**config.mk**
```make
export PLATFORM = sky130hd
export DESIGN_NAME = adc_decimator_flat
export DESIGN_NICKNAME = d
export VERILOG_FILES = /design/src/rtl/adc_decimator_if.sv /design/src/rtl/adc_decimator.sv /design/src/flat_wrapper.sv
export SDC_FILE = /design/constraint.sdc
export NUM_CORES = 1
export LEC_CHECK = 0
export ABC_AREA = 1
export ABC_CLOCK_PERIOD_IN_PS = 5250
export CORE_ASPECT_RATIO = 1.75
export CORE_UTILIZATION = 35
export CTS_CLUSTER_DIAMETER = 60
export CTS_CLUSTER_SIZE = 10
export DETAILED_ROUTE_END_ITERATION = 8
export GPL_TIMING_DRIVEN = 0
export PLACE_DENSITY = 0.51
export SYNTH_ARGS = -nofsm -noshare
export SYNTH_HDL_FRONTEND = slang
export SYNTH_SLANG_ARGS = --single-unit
```
**constraint.sdc**
```tcl
create_clock -name clk -period 5.25 [get_ports clk]
set_input_delay 0.7875 -clock clk [delete_from_list [all_inputs] [get_ports clk]]
set_output_delay 0.7875 -clock clk [all_outputs]
set_load 0.01 [all_outputs]
```
**src/rtl/adc_decimator_if.sv**
```systemverilog
// Upstream sample/control signals and the downstream result handshake.
// The master drives samples and accepts results; the slave is the decimator.
interface adc_decimator_if #(
  parameter int DEC_LOG2   = 4,
  parameter int FIFO_DEPTH = 4
) ();
  localparam int W  = 3 + DEC_LOG2;
  localparam int LW = $clog2(FIFO_DEPTH) + 1;

  logic [2:0]    code;
  logic          code_valid;
  logic          en;
  logic          restart;
  logic          clr_ovf;
  logic [W-1:0]  dout;
  logic          dout_valid;
  logic          dout_ready;
  logic [LW-1:0] level;
  logic          overflow;

  modport master (
    output code, code_valid, en, restart, clr_ovf, dout_ready,
    input  dout, dout_valid, level, overflow
  );

  modport slave (
    input  code, code_valid, en, restart, clr_ovf, dout_ready,
    output dout, dout_valid, level, overflow
  );
endinterface

```
**src/rtl/adc_decimator.sv**
```systemverilog
// Sums 2^DEC_LOG2 consecutive encoder codes into one word and queues the
// words in a small FIFO drained over valid/ready. Drops raise a sticky flag.
module adc_decimator #(
  parameter int DEC_LOG2   = 4,
  parameter int FIFO_DEPTH = 4
) (
  input  logic              clk,
  input  logic              rst,
  adc_decimator_if.slave    bus
);
  localparam int W  = 3 + DEC_LOG2;
  localparam int AW = (FIFO_DEPTH > 1) ? $clog2(FIFO_DEPTH) : 1;
  localparam int LW = $clog2(FIFO_DEPTH) + 1;
  localparam logic [DEC_LOG2-1:0] CNT_LAST = {DEC_LOG2{1'b1}};

  logic [W-1:0]        acc;
  logic [DEC_LOG2-1:0] cnt;
  logic [W-1:0]        sum;
  logic                sample, last, push, pop, full, wr_ok, drop;

  logic [FIFO_DEPTH-1:0][W-1:0] mem;
  logic [AW-1:0]       wr_ptr, rd_ptr;
  logic [LW-1:0]       level;
  logic                ovf;
  logic                dvld;

  // Sample qualification and FIFO push/pop decisions.
  always_comb begin
    sample = bus.en && bus.code_valid && !bus.restart;
    last   = (cnt == CNT_LAST);
    // 7*N fits exactly in W bits, so no saturation is needed
    sum    = acc + {{DEC_LOG2{1'b0}}, bus.code};
    push   = sample && last;
    dvld   = (level != '0);
    pop    = dvld && bus.dout_ready;
    full   = (level == LW'(FIFO_DEPTH));
    // when full, a same-cycle pop frees the slot the push lands in
    wr_ok  = push && (!full || pop);
    drop   = push && full && !pop;
  end

  // Accumulator and window counter; restart beats sampling and discards the code.
  always_ff @(posedge clk or posedge rst) begin
    if (rst) begin
      acc <= '0;
      cnt <= '0;
    end else if (bus.restart) begin
      acc <= '0;
      cnt <= '0;
    end else if (sample) begin
      acc <= last ? '0 : sum;
      cnt <= cnt + 1'b1;
    end
  end

  // FIFO storage and pointers; full+pop writes the slot being vacated, so the
  // new entry lands at the tail of the queue.
  always_ff @(posedge clk or posedge rst) begin
    if (rst) begin
      mem    <= '0;
      wr_ptr <= '0;
      rd_ptr <= '0;
    end else begin
      if (wr_ok) begin
        mem[wr_ptr] <= sum;
        wr_ptr      <= wr_ptr + 1'b1;
      end
      if (pop) rd_ptr <= rd_ptr + 1'b1;
    end
  end

  // Occupancy tracks accepted pushes against pops.
  always_ff @(posedge clk or posedge rst) begin
    if (rst)                level <= '0;
    else if (wr_ok && !pop) level <= level + 1'b1;
    else if (!wr_ok && pop) level <= level - 1'b1;
  end

  // Sticky overflow; a drop in the same cycle as a clear keeps it set.
  always_ff @(posedge clk or posedge rst) begin
    if (rst)              ovf <= 1'b0;
    else if (drop)        ovf <= 1'b1;
    else if (bus.clr_ovf) ovf <= 1'b0;
  end

  // dout reads as zero whenever the queue is empty.
  always_comb begin
    bus.dout       = dvld ? mem[rd_ptr] : '0;
    bus.dout_valid = dvld;
    bus.level      = level;
    bus.overflow   = ovf;
  end
endmodule

```
**src/flat_wrapper.sv**
```systemverilog
// flat-port wrapper written by rule: the top's interface ports become plain ports
module adc_decimator_flat 
#(
  parameter int DEC_LOG2   = 4,
  parameter int FIFO_DEPTH = 4
)
  (clk, rst, bus_code, bus_code_valid, bus_en, bus_restart, bus_clr_ovf, bus_dout_ready, bus_dout, bus_dout_valid, bus_level, bus_overflow);
  adc_decimator_if #(.DEC_LOG2(DEC_LOG2), .FIFO_DEPTH(FIFO_DEPTH)) bus_i ();
  input  logic clk;
  input  logic rst;
  input wire logic [$bits(bus_i.code)-1:0] bus_code;
  input wire logic [$bits(bus_i.code_valid)-1:0] bus_code_valid;
  input wire logic [$bits(bus_i.en)-1:0] bus_en;
  input wire logic [$bits(bus_i.restart)-1:0] bus_restart;
  input wire logic [$bits(bus_i.clr_ovf)-1:0] bus_clr_ovf;
  input wire logic [$bits(bus_i.dout_ready)-1:0] bus_dout_ready;
  output wire logic [$bits(bus_i.dout)-1:0] bus_dout;
  output wire logic [$bits(bus_i.dout_valid)-1:0] bus_dout_valid;
  output wire logic [$bits(bus_i.level)-1:0] bus_level;
  output wire logic [$bits(bus_i.overflow)-1:0] bus_overflow;
  assign bus_i.code = bus_code;
  assign bus_i.code_valid = bus_code_valid;
  assign bus_i.en = bus_en;
  assign bus_i.restart = bus_restart;
  assign bus_i.clr_ovf = bus_clr_ovf;
  assign bus_i.dout_ready = bus_dout_ready;
  assign bus_dout = bus_i.dout;
  assign bus_dout_valid = bus_i.dout_valid;
  assign bus_level = bus_i.level;
  assign bus_overflow = bus_i.overflow;
  adc_decimator #(.DEC_LOG2(DEC_LOG2), .FIFO_DEPTH(FIFO_DEPTH)) u_core (.clk(clk), .rst(rst), .bus(bus_i));
endmodule
```
==> metrics.md <==
| Metric | Value |
|---|---|
| Share of post-route cells with drive strength above 1 | 6.728% |
| Post-layout util | 44.31% |
| Synth Instances | 297 |
| Tmin final | 3116 ps |
| Detailed Route WL | 5.375 mm |
| Leakage | 1.481 nW |
| Hold Startpoint | u_core.mem[12] |
| Mapped cell area | 0.002412 mm² |
| Die Wd | 64.76 µm |
| Starting Density | 36.62% |
| Yosys Warn Count | 0 |
| Critical path required time | 4460 ps |
| Hold Crit Class | register to register |
| P&R area growth vs syn | 21.01% |
| Fin crit share | 59.36% |
| Via density per instance | 4.692 |
| Synthesized flop and latch total | 47 |
| Vias in the first global route | 1961 |
| RR Endpoint | u_core.bus.level[2] |
| Synthesized Nets | 318 |
| Clock sinks | 47 |
| Max FO, Critical Path | 10 |
| Worst Hold Depth | 2 |
| Post-CTS setup buffer count | 0 |
| Longest Clk Path Bufs | 2 |
| Number of buffers added on ports | 21 |
| Worst skew pair latency | 290 ps |
| CP max-delay cell | clkdlybuf4s50_1 |
| Top-area cell type share of the netlist area | 48.76% |
| Nets | 347 |
| Total Routing Usage GR | 16.75% |
| Non-Filler Instances | 409 |
| Max-slew headroom | 63.40% |
| Setup TNS | 0 ps |
| Worst-path cell chain | clkbuf_2 -> inv_1 -> buf_1 -> o21ai_0 -> a21oi_1 -> clkdlybuf4s50_1 |
| Final Hold Fails | 0 |
| Clock transition at the registers of the reported paths | 70 ps |
| Clock root buffer | clkbuf_16 |
| Achievable Freq | 0.3209 GHz |
| Sequential element share of the synthesized area | 48.76% |
| Post-DRT Antenna Nets | 0 |
| Most frequent cell after synthesis | nand2_1 |
| Starting DRC count in detailed routing | 107 |
| Row count | 39 |
| R2R Setup Slk | 2990 ps |
| Post-synth EDFFs | 0 |
| Buf/Inv on CP | 4 |
| Max Slew Vio Count | 0 |
| Min-Delay Endpoint | u_core.mem[12] |
| Hold Slack | 475.6 ps |
| Grt total ovfl | 0 |
| Placed Cells | 401 |
| Top cells by count, synth | nand2_1, dfrtp_1, nor2_1 |
| Top FF cell, synth | dfrtp_1 |
| Clock skew | 5.363 ps |
| Pin count of the biggest net entering global routing | 26 |
| Crit path max-delay family | buffers and inverters |
| WL per Instance | 13.14 µm |
| Post-CTS resize count | 0 |
| R2R depth | 11 |
| First-pass GRT wire length | 9.156 mm |
| Die height | 111.8 µm |
| WS Path Type | register to primary output |
| # diodes | 0 |
| Worst flop-to-flop path startpoint | u_core.cnt[1] |
| Max stage delay on crit path | 550 ps |
| PD cells | 403.2 mW/mm² |
| Tot Pwr | 1.177 mW |
| Startpoint types | register |
| Hpwl dp | 4.041 mm |
| Antenna violations before repair | 0 |
| Placer Congestion | 0.7799 |
| Outcome | complete, no violations |
| Leading area contributor after synthesis | dfrtp_1 |
| Number of clock buffers inserted by TritonCTS | 5 |
| Post-Syn Area per Cell | 8.122 µm² |
| H-tree levels | 2 |
| Unrepaired setup endpoints after global routing | false |
| Post-synth ARST share | 100.0% |
| DRC errors left | 0 |
| Cts hold-fix bufs | 0 |
| Fillers | 701 |
| Maxcap violations | 0 |
| First drt pass iteration count | 5 |
| Synth unique cells | 26 |
| Worst EP arrival | 2330 ps |
| Die footprint | 0.007241 mm² |
| Worst Tran Pin Value | 548.2 ps |
| CTS tree | done |
| Nature of the critical path endpoint | primary output |
| Via count | 1919 |
| Maximum VDD drop | 0.1996 mV |
| IO Count | 22 |
| Synth area leaders | dfrtp_1, nand2_1, nor2_1 |
| Setup violators final | 0 |
| Core footprint | 0.006588 mm² |
-- sequential cells by signal, indices dropped and copies added, names as in the netlist --
signal,count
u_core.mem,28
u_core.rd_ptr,2
u_core.wr_ptr,2
u_core.bus.level,3
u_core.acc,7
u_core.bus.overflow,1
u_core.cnt,4
-- layout make-up --
type	instances	area, µm²	area share [%]
multi-input combinational	214	1067	36.56
timing repair buffer	22	230.2	7.887
clock buffer	6	138.9	4.758
buffer	8	63.81	2.186
clock inverter	2	35.03	1.200
inverter	28	105.1	3.601
tap	82	102.6	3.515
sequential	47	1176	40.29
-- how the worst max path moves through the flow --
stage                     start                   to  slack, ps  cells past startpoint
6_report       u_core.rd_ptr[0]          bus_dout[4]       2130                      6
5_1_grt        u_core.rd_ptr[0]          bus_dout[5]       2040                      6
4_1_cts        u_core.rd_ptr[0]          bus_dout[4]       2100                      6
3_5_place_dp        bus_restart  u_core.bus.level[2]       2180                     12
3_3_place_gp        bus_restart  u_core.bus.level[2]       2220                     12
2_1_floorplan       bus_restart  u_core.bus.level[2]       2900                     11
-- cell usage in the layout (no fill, tap or decap), types with 9 or more instances in the layout --
master / instances
nand2_1: 96
a21oi_1: 10
inv_1: 27
o21ai_1: 10
nor2_1: 36
nand3_1: 9
dfrtp_1: 47
ha_1: 9
o21ai_0: 22
clkdlybuf4s50_1: 21
-- worst reg2reg max path: cells and delay by family (launching register included) --
kind	cells	cell delay [ps]
DFF	1	390
and+or+nand+nor	3	420
xor gates and xnor gates	1	150
AOI/OAI and AO/OA	2	260
adders and majority gates	3	740
buffers and inverters	2	170
-- report_power, final --
part	switching, mW	internal (mW)
sequential	0.0182	0.386
clock	0.139	0.237
combinational	0.217	0.181
total	0.374	0.803
-- routing by layer --
metal | global-route usage (%) | vias up | wire length, µm
met5 | 0 | - | 0
met4 | 8.000 | 0 | 107
met3 | 2.561 | 8 | 104
met2 | 29.65 | 19 | 2826
met1 | 19.00 | 895 | 2337
li1 | - | 997 | -
-- stage by stage --
stage          area [µm²]  setup WS, ps
2_1_floorplan        2412          2898
3_3_place_gp         2725          2223
3_5_place_dp         2745          2176
4_1_cts              2919          2098
5_1_grt              2919          2043
6_report             2919          2134
-- kinds of logic (layout without fill, tap and decap cells) --
logic type,after synthesis,in the layout,synth area share (%)
and+or+nand+nor,149,149,24.95
AOI/OAI and AO/OA,47,47,10.32
DFF,47,47,48.76
buffers and inverters,36,66,7.002
adders and majority gates,11,11,6.328
xor gates and xnor gates,6,6,2.178
muxes,1,1,0.4668
Power figures use the tool's default switching activity.
